==> src/rtl/egress_link_port_if.sv <==
// -----------------------------------------------------------------------------
// egress_link_port_if
//
// Purpose:
//   Groups the flit and credit signals between one switch direction and its
//   egress link stage.
//   - master: the switch side. It drives mux flits and downstream credits and
//     observes the link output and the status flags.
//   - slave: the egress_link_port side.
//
// Signals:
//   in                  flit from the priority/reduction mux; in[DataWidth-1] = valid
//   credit_in           one-cycle pulse, downstream freed one buffer slot
//   out                 registered link flit, all-zero when idle
//   almost_full         registered early occupancy warning to the switch inputs
//   occupancy           number of flits currently buffered
//   overflow            sticky, a valid flit was dropped because the FIFO was full
//   credit_err          sticky, a credit arrived while the counter was already full
//   sent_count          (EGRESS_STATS_EN only) flits sent on the link
//   credit_stall_count  (EGRESS_STATS_EN only) cycles stalled for lack of credit
//
// Configuration macro: EGRESS_STATS_EN adds the two statistics counters.
// -----------------------------------------------------------------------------
interface egress_link_port_if #(
    parameter int DataWidth = 256,
    parameter int FIFODepth = 8
);
    localparam int OccWidth = $clog2(FIFODepth) + 1;

    logic [DataWidth-1:0] in;
    logic                 credit_in;
    logic [DataWidth-1:0] out;
    logic                 almost_full;
    logic [OccWidth-1:0]  occupancy;
    logic                 overflow;
    logic                 credit_err;
`ifdef EGRESS_STATS_EN
    logic [31:0]          sent_count;
    logic [31:0]          credit_stall_count;
`endif

    modport master (
        output in,
        output credit_in,
        input  out,
        input  almost_full,
        input  occupancy,
        input  overflow,
        input  credit_err
`ifdef EGRESS_STATS_EN
        ,
        input  sent_count,
        input  credit_stall_count
`endif
    );

    modport slave (
        input  in,
        input  credit_in,
        output out,
        output almost_full,
        output occupancy,
        output overflow,
        output credit_err
`ifdef EGRESS_STATS_EN
        ,
        output sent_count,
        output credit_stall_count
`endif
    );

endinterface

==> src/rtl/egress_link_port.sv <==
// -----------------------------------------------------------------------------
// egress_link_port
//
// Purpose:
//   Output stage for one switch direction. It buffers flits produced by the
//   7-input priority/reduction mux and forwards them onto the inter-node link
//   under credit-based flow control against the downstream input FIFO. The mux
//   cannot be stalled, so almost_full is raised early to let the switch throttle
//   its inputs before this buffer fills.
//
// Ports:
//   clk   rising-edge clock
//   rst   asynchronous, active-low reset
//   bus   egress_link_port_if.slave
//         in/credit_in                         inputs from the switch and the link
//         out/almost_full/occupancy            link flit and buffer status
//         overflow/credit_err                  sticky error flags
//         sent_count/credit_stall_count        statistics (EGRESS_STATS_EN only)
//
// Configuration macro:
//   EGRESS_STATS_EN  when defined, adds the 32-bit sent_count and
//                    credit_stall_count counters. Both wrap.
//
// Flits are never modified. The whole DataWidth word, including the valid bit,
// priority/exit/index/weight fields and payload, is stored and replayed verbatim.
// -----------------------------------------------------------------------------
module egress_link_port #(
    parameter int DataWidth        = 256,
    parameter int FIFODepth        = 8,
    parameter int Credits          = 4,
    parameter int CreditWidth      = 4,
    parameter int AlmostFullMargin = 3
) (
    input  logic              clk,
    input  logic              rst,
    egress_link_port_if.slave bus
);

    localparam int PtrWidth    = $clog2(FIFODepth);
    localparam int OccWidth    = PtrWidth + 1;
    localparam int AfThreshold = FIFODepth - AlmostFullMargin;

    // Buffer storage and its bookkeeping
    logic [DataWidth-1:0]   mem_q [FIFODepth];
    logic [DataWidth-1:0]   mem_d [FIFODepth];
    logic [PtrWidth-1:0]    wr_ptr_q,  wr_ptr_d;
    logic [PtrWidth-1:0]    rd_ptr_q,  rd_ptr_d;
    logic [OccWidth-1:0]    occ_q,     occ_d;

    // Link side state
    logic [CreditWidth-1:0] credits_q, credits_d;
    logic [DataWidth-1:0]   out_q,     out_d;

    // Status flags
    logic                   almost_full_q, almost_full_d;
    logic                   overflow_q,    overflow_d;
    logic                   credit_err_q,  credit_err_d;

    // Per-cycle decisions
    logic                   in_valid;
    logic                   empty;
    logic                   full;
    logic                   send;
    logic                   accept;

`ifdef EGRESS_STATS_EN
    logic [31:0]            sent_count_q,         sent_count_d;
    logic [31:0]            credit_stall_count_q, credit_stall_count_d;
`endif

    // Dequeue/enqueue decision. A pop is decided before the push, so when the
    // buffer is full and a flit is leaving in the same cycle, the slot it frees
    // is what the incoming flit lands in.
    always_comb begin
        in_valid = bus.in[DataWidth-1];
        empty    = (occ_q == '0);
        full     = (occ_q == OccWidth'(FIFODepth));
        send     = !empty && (credits_q != '0);
        accept   = in_valid && (!full || send);
    end

    // Next state for the buffer. The pointers wrap naturally because the depth
    // is a power of two.
    always_comb begin
        mem_d    = mem_q;
        wr_ptr_d = wr_ptr_q;
        rd_ptr_d = rd_ptr_q;

        if (accept) begin
            mem_d[wr_ptr_q] = bus.in;
            wr_ptr_d        = wr_ptr_q + PtrWidth'(1);
        end

        if (send) begin
            rd_ptr_d = rd_ptr_q + PtrWidth'(1);
        end

        occ_d = occ_q + OccWidth'(accept) - OccWidth'(send);
    end

    // Link output and credit accounting. A credit return and a send in the
    // same cycle cancel out. A credit arriving with the counter already full and
    // nothing being sent cannot be real, so it is dropped and flagged.
    always_comb begin
        out_d        = '0;
        credits_d    = credits_q;
        credit_err_d = credit_err_q;

        if (send) begin
            out_d = mem_q[rd_ptr_q];
        end

        case ({bus.credit_in, send})
            2'b10: begin
                if (credits_q == CreditWidth'(Credits)) begin
                    credit_err_d = 1'b1;
                end else begin
                    credits_d = credits_q + CreditWidth'(1);
                end
            end
            2'b01: begin
                credits_d = credits_q - CreditWidth'(1);
            end
            default: begin
                credits_d = credits_q;
            end
        endcase
    end

    // Status flags. almost_full looks at the occupancy after this cycle's
    // push/pop, so the switch sees the warning one cycle earlier than it would
    // if the flag followed the registered count.
    always_comb begin
        almost_full_d = (occ_d >= OccWidth'(AfThreshold));
        overflow_d    = overflow_q || (in_valid && !accept);
    end

`ifdef EGRESS_STATS_EN
    // Statistics counters. A stall cycle is one where data is waiting but the
    // downstream node has no room for it.
    always_comb begin
        sent_count_d         = sent_count_q;
        credit_stall_count_d = credit_stall_count_q;

        if (send) begin
            sent_count_d = sent_count_q + 32'd1;
        end

        if (!empty && (credits_q == '0)) begin
            credit_stall_count_d = credit_stall_count_q + 32'd1;
        end
    end
`endif

    // Flit storage is not reset. The pointers and occupancy alone determine
    // which entries hold live data.
    always_ff @(posedge clk) begin
        mem_q <= mem_d;
    end

    // Control state. The asynchronous reset discards all buffered flits,
    // restores the full credit count and blanks the link immediately.
    always_ff @(posedge clk or negedge rst) begin
        if (!rst) begin
            wr_ptr_q      <= '0;
            rd_ptr_q      <= '0;
            occ_q         <= '0;
            credits_q     <= CreditWidth'(Credits);
            out_q         <= '0;
            almost_full_q <= 1'b0;
            overflow_q    <= 1'b0;
            credit_err_q  <= 1'b0;
        end else begin
            wr_ptr_q      <= wr_ptr_d;
            rd_ptr_q      <= rd_ptr_d;
            occ_q         <= occ_d;
            credits_q     <= credits_d;
            out_q         <= out_d;
            almost_full_q <= almost_full_d;
            overflow_q    <= overflow_d;
            credit_err_q  <= credit_err_d;
        end
    end

`ifdef EGRESS_STATS_EN
    always_ff @(posedge clk or negedge rst) begin
        if (!rst) begin
            sent_count_q         <= '0;
            credit_stall_count_q <= '0;
        end else begin
            sent_count_q         <= sent_count_d;
            credit_stall_count_q <= credit_stall_count_d;
        end
    end
`endif

    // Output drive
    always_comb begin
        bus.out         = out_q;
        bus.almost_full = almost_full_q;
        bus.occupancy   = occ_q;
        bus.overflow    = overflow_q;
        bus.credit_err  = credit_err_q;
    end

`ifdef EGRESS_STATS_EN
    always_comb begin
        bus.sent_count         = sent_count_q;
        bus.credit_stall_count = credit_stall_count_q;
    end
`endif

endmodule
==> src/flat_wrapper.sv <==
// flat-port wrapper written by rule: the top's interface ports become plain ports
module egress_link_port_flat 
#(
    parameter int DataWidth        = 256,
    parameter int FIFODepth        = 8,
    parameter int Credits          = 4,
    parameter int CreditWidth      = 4,
    parameter int AlmostFullMargin = 3
)
  (clk, rst, bus_in, bus_credit_in, bus_out, bus_almost_full, bus_occupancy, bus_overflow, bus_credit_err);
  egress_link_port_if #(.DataWidth(DataWidth), .FIFODepth(FIFODepth)) bus_i ();
  input  logic clk;
  input  logic rst;
  input wire logic [$bits(bus_i.in)-1:0] bus_in;
  input wire logic [$bits(bus_i.credit_in)-1:0] bus_credit_in;
  output wire logic [$bits(bus_i.out)-1:0] bus_out;
  output wire logic [$bits(bus_i.almost_full)-1:0] bus_almost_full;
  output wire logic [$bits(bus_i.occupancy)-1:0] bus_occupancy;
  output wire logic [$bits(bus_i.overflow)-1:0] bus_overflow;
  output wire logic [$bits(bus_i.credit_err)-1:0] bus_credit_err;
  assign bus_i.in = bus_in;
  assign bus_i.credit_in = bus_credit_in;
  assign bus_out = bus_i.out;
  assign bus_almost_full = bus_i.almost_full;
  assign bus_occupancy = bus_i.occupancy;
  assign bus_overflow = bus_i.overflow;
  assign bus_credit_err = bus_i.credit_err;
  egress_link_port #(.DataWidth(DataWidth), .FIFODepth(FIFODepth), .Credits(Credits), .CreditWidth(CreditWidth), .AlmostFullMargin(AlmostFullMargin)) u_core (.clk(clk), .rst(rst), .bus(bus_i));
endmodule
==> config.mk <==
export PLATFORM = sky130hd
export DESIGN_NAME = egress_link_port_flat
export DESIGN_NICKNAME = d
export VERILOG_FILES = /design/src/rtl/egress_link_port_if.sv /design/src/rtl/egress_link_port.sv /design/src/flat_wrapper.sv
export SDC_FILE = /design/constraint.sdc
export NUM_CORES = 2
export LEC_CHECK = 0
export CAP_MARGIN = 20
export CORE_ASPECT_RATIO = 0.75
export CORE_MARGIN = 5
export CORE_UTILIZATION = 30
export CTS_CLUSTER_DIAMETER = 30
export CTS_CLUSTER_SIZE = 28
export DETAILED_ROUTE_END_ITERATION = 16
export GPL_TIMING_DRIVEN = 0
export PLACE_DENSITY = 0.52
export SYNTH_ARGS = -nofsm -noshare
export SYNTH_HDL_FRONTEND = slang
export SYNTH_SLANG_ARGS = --single-unit
==> constraint.sdc <==
create_clock -name clk -period 25.4 [get_ports clk]
set_input_delay 5.08 -clock clk [delete_from_list [all_inputs] [get_ports clk]]
set_output_delay 5.08 -clock clk [all_outputs]
set_load 0.01 [all_outputs]
Yosys cells after proc, flatten, opt, wreduce, memory -nomap -nowiden

Index checks and enable logic that the tools add are counted.
Widths: inputs -> output; s select.

Flip-flop bits (word level): 2321
Input bits: 259
Word-level logic and storage cells: 56

Add/sub/neg operators: 6
Magnitude comparators: 4
Equality and inequality tests: 5
Muxes and demuxes: 9
Bitwise gates (word level): 2
Reductions and logical operators: 14

Operator list:

| cell                | count |
|---|---|
| $bwmux 2048         | 1 |
| $mux 256            | 4 |
| $bmux 256 s3        | 1 |
| $demux 256 s3       | 1 |
| $ge 4x4->1 const B  | 2 |
| $not 3->4           | 2 |
| $pmux 4 s2          | 1 |
| $add 3x1->3 const B | 2 |
| $add 4x1->4         | 1 |
| $add 4x1->4 const B | 1 |
| $eq 4x3->1 const B  | 1 |
| $eq 4x4->1 const B  | 1 |
| $ge 4x3->1 const B  | 1 |
| $logic_and 1x1->1   | 4 |
| $logic_not 4->1     | 1 |
| $lt 4x1->1 const B  | 1 |
| $mux 4              | 1 |
| $reduce_and 2->1    | 2 |
| $reduce_bool 4->1   | 1 |
| $sub 4x1->4         | 1 |
| $sub 4x1->4 const B | 1 |
| $logic_not 1->1     | 3 |
| $eq 2x1->1 const B  | 1 |
| $eq 2x2->1 const B  | 1 |
| 3 further kinds     | 4 |

Depth between registers and ports, before layout

Depth after elaboration: 8
Gate-level depth with buffers: 14
Mapped depth without buffers: 13

Least setup slack after synthesis

Ideal clock, no wire load.

Path type: input port to flip-flop
Start: in bus_in[255]
End: reg u_core.mem_q[1024] in the netlist's numbering, enable pin
Setup time: 1.189 ns
Arrival: 22.415 ns
Data required time: 24.211 ns
Slack: 1.796 ns
Stages on the path: 2
Buffers on the path: 0
Cell sequence: nand2_1 nor3_1

Cells in the longest elaborated chain, start to end: 1

RTL lines:

| item                 | RTL line                | text |
|---|---|---|
| start, declared      | flat_wrapper.sv:14      | `input wire logic [$bits(bus_i.in)-1:0] bus_in;` |
| $logic_and 1x1->1    | egress_link_port.sv:79  | `accept = in_valid && (!full \|\| send);` |
| end signal, assigned | egress_link_port.sv:158 | `mem_q <= mem_d;` |
| end, declared        | egress_link_port.sv:44  | `logic [DataWidth-1:0] mem_q [FIFODepth];` |

Every way passes these cells.
A chain may end at the register's enable or synchronous reset.

Final worst setup path

Start: in bus_in[255]
End: reg u_core.mem_q[1225] in the netlist's numbering, enable pin

Same word-level chain as after synthesis.

==> results.sh <==
export IMPL_status="finished clean"
export IMPL_synth_cell_area_um2=85270
export IMPL_clk_latency_ns=0.86
export IMPL_power_mw=14.49
export IMPL_clockBufferDepth=4
export IMPL_synth_edff_count=2048
export IMPL_dieArea_um2=295100
export IMPL_ctsHoldBuffers=0
export IMPL_rsz0062_at_grt="no"
export IMPL_seq_area_frac_synth=0.8014
export IMPL_holdCritPathClass="reg -> reg"
export IMPL_r2r_cells=13
export IMPL_hold_depth=1
export IMPL_drc=0
export IMPL_p_leak_nw=38.35
export IMPL_cts_max_level=5
export IMPL_cts_buffers=407
export IMPL_cts_num_sinks=2321
export IMPL_drtIter0Drc=2820
export IMPL_pin_count=522
export IMPL_dp_cells=8044
export IMPL_overflow=0
export IMPL_grt_pass1_wl_mm=311.7
export IMPL_syn_nets=3875
export IMPL_setup_viol=0
export IMPL_cts_tree="yes"
export IMPL_worstPathMaxFanout=15
export IMPL_initial_core_util=0.3014
export IMPL_fp_dieH_um=471.7
export IMPL_grt_total_usage=0.1450
export IMPL_switching_share=0.2875
export IMPL_drive_gt1_frac=0.2993
export IMPL_cts_resized=0
export IMPL_synth_ff_type="edfxtp_1"
export IMPL_dpl_hpwl_mm=143.9
export IMPL_syn_area_per_cell_um2=23.66
export IMPL_dr_total_vias=40200
export IMPL_synthToLayoutAreaGrowth_pct=31.37
export IMPL_cp_start_kind="primary input"
export IMPL_wl_per_cell_um=24.61
export IMPL_grt_pass1_vias=42860
export IMPL_ys_ff_latch=2321
export IMPL_cp_arrival_ns=8.31
export IMPL_grt_max_degree=102
export IMPL_p_switching_mw=4.166
export IMPL_wirelength_mm=217.3
export IMPL_drv_cap=0
export IMPL_die_width_um=625.6
export IMPL_ys_types=39
export IMPL_first_pass_iters=5
export IMPL_globalplace_congestion=0.6990
export IMPL_period_share=0.3069
export IMPL_clkPwrFrac=0.377
export IMPL_pwr_share_comb=0.270
export IMPL_fin_setup_tns_ns=0
export IMPL_p_int_mw=10.33
export IMPL_slew_headroom=0.3680
export IMPL_synth_cells=3604
export IMPL_rows=169
export IMPL_ant_nets=0
export IMPL_critical_path_required_ns=25.91
export IMPL_nets=4963
export IMPL_seq_power_share=0.353
export IMPL_coreArea_um2=282900
export IMPL_ir_worst_vdd_mv=0.06189
export IMPL_antenna_found_initial=65
export IMPL_max_slew_worst_pin_slew_ns=0.9480
export IMPL_hold_viol=0
export IMPL_slew_violations=0
export IMPL_finClkSkew_ns=0.07648
export IMPL_max_freq_mhz=128.3
export IMPL_final_min_clock_period_ns=7.795
export IMPL_synthArstFlopShare=0.1176
export IMPL_cts_clk_slew_worst_paths_ns=0.05
export IMPL_critPathCaptureType="register"
export IMPL_io_buffers=520
export IMPL_clock_tree_root_cell="clkbuf_16"
export IMPL_cts_setup_buffers=0
export IMPL_ys_warn_count=0
export IMPL_critPathKind="in -> reg"
export IMPL_fin_cells=8832
export IMPL_p_per_area_nw_per_um2=129.4
export IMPL_fin_util=0.3959
export IMPL_via_per_inst=4.552
[flip-flops by register name, summed over array words and instances (netlist names)]
signal and flops:
u_core.bus.almost_full 1, u_core.bus.overflow 1, u_core.wr_ptr_q 3, u_core.bus.out 256
u_core.rd_ptr_q 3, u_core.credits_q 4, u_core.bus.occupancy 4, u_core.bus.credit_err 1
u_core.mem_q 2048
[cell type report]
class / count / area (µm²)
fillers: 25100 / 170900
flip-flops and latches: 2321 / 68330
multi-input cells: 1096 / 15690
clock buffers: 486 / 10800
repair buffers: 679 / 7874
well taps: 3762 / 4707
clock inverters: 270 / 3232
plain buffers: 174 / 1252
diodes: 31 / 77.57
inverters: 13 / 48.80
[cell usage after synthesis, types with 3 or more instances]
cell type,count,area (µm²)
mux2i_1,259,2592
a21oi_1,3,15.01
xor2_1,3,26.28
nor2_1,264,991.0
mux4_2,512,11530
buf_2,92,460.4
buf_1,3,11.26
edfxtp_1,2048,61500
dfrtp_1,272,6807
ha_1,10,125.1
xnor2_1,7,61.31
clkbuf_1,14,52.55
nor3_1,3,15.01
nand2_1,8,30.03
inv_1,12,45.04
buf_6,63,709.4
nand3_1,3,15.01
[metrics by stage]
| step | setup slack, ns | hold slack (ns) | cell area, µm² |
|---|---|---|---|
| final | 17.60 | 0.4775 | 112000 |
| after global routing | 17.54 | 0.5101 | 112000 |
| after CTS | 17.66 | 0.4781 | 111900 |
| after detailed placement | 16.75 | 0.4707 | 97890 |
| after global placement | -21.43 | 0.4573 | 95180 |
| after floorplan | 1.796 | 0.5032 | 85270 |
[power by group through the flow]
stage / Combinational, mW / Sequential, mW / Clock [mW]
6_report: 3.91 / 5.12 / 5.46
5_1_grt: 4.22 / 5.17 / 5.79
4_1_cts: 4.05 / 5.13 / 5.59
3_5_place_dp: 4.03 / 5.20 / 0
3_3_place_gp: 3.82 / 5.77 / 0
2_1_floorplan: 2.14 / 5.48 / 0
[cell usage in the layout (no fill, tap or decap), types with 3 or more instances in the layout]
cell / Yosys / layout
edfxtp_1: 2048 / 2048
inv_16: 0 / 4
buf_16: 0 / 16
ha_1: 10 / 10
clkbuf_1: 14 / 65
nor2_1: 264 / 258
buf_2: 92 / 93
xnor2_1: 7 / 7
clkbuf_8: 0 / 21
mux2i_1: 259 / 259
buf_8: 0 / 11
clkinv_2: 0 / 62
bufinv_16: 0 / 54
buf_12: 0 / 67
clkinvlp_4: 0 / 35
inv_1: 12 / 12
clkbuf_16: 0 / 412
clkinv_1: 0 / 40
nand3_1: 3 / 3
nand2_1: 8 / 8
nor2_4: 0 / 6
buf_6: 63 / 126
inv_8: 0 / 3
clkinv_4: 0 / 31
xor2_1: 3 / 3
a21oi_1: 3 / 3
diode_2: 0 / 31
clkdlybuf4s50_1: 0 / 519
mux4_2: 512 / 512
buf_4: 2 / 5
dfrtp_1: 272 / 272
clkinv_16: 0 / 6
inv_6: 0 / 33
[logic make-up after synthesis]
group	synth area share
buf+inv	0.01522
fa+ha+maj	0.001937
simple gates	0.01343
xor+xnor	0.001027
mux	0.1658
flops	0.8014
compound gates	0.001218
[worst max-delay path: stages]
cell and delay, ns:
clkdlybuf4s50_1 0.89, nand2_1 0.21, nor3_2 0.42, buf_6 0.22
buf_6 0.16, buf_6 0.17, buf_6 0.17, buf_4 0.21
buf_6 0.19, buf_6 0.16, buf_6 0.17, buf_4 0.22
[worst paths after layout]
check,to,start,slack [ns]
worst max-delay path,u_core.mem_q[1225],bus_in[255],17.60
worst min register to register,u_core.bus.credit_err,u_core.bus.credit_err,0.48
min in group asynchronous,u_core.bus.out[146],rst,4.32
worst max register to register,u_core.mem_q[1225],u_core.credits_q[2],21.63
worst min-delay path,u_core.bus.credit_err,u_core.bus.credit_err,0.48
max in group asynchronous,u_core.bus.out[47],rst,19.81
[routing by layer]
| layer | routed length (µm) | part of all wire | global-route usage |
|---|---|---|---|
| met5 | 236 | 0.0011 | 0 |
| met2 | 104400 | 0.48 | 0.2331 |
| met4 | 6049 | 0.028 | 0.04609 |
| met1 | 93090 | 0.43 | 0.1937 |
| met3 | 13510 | 0.062 | 0.03643 |
Power figures use the tool's default switching activity.
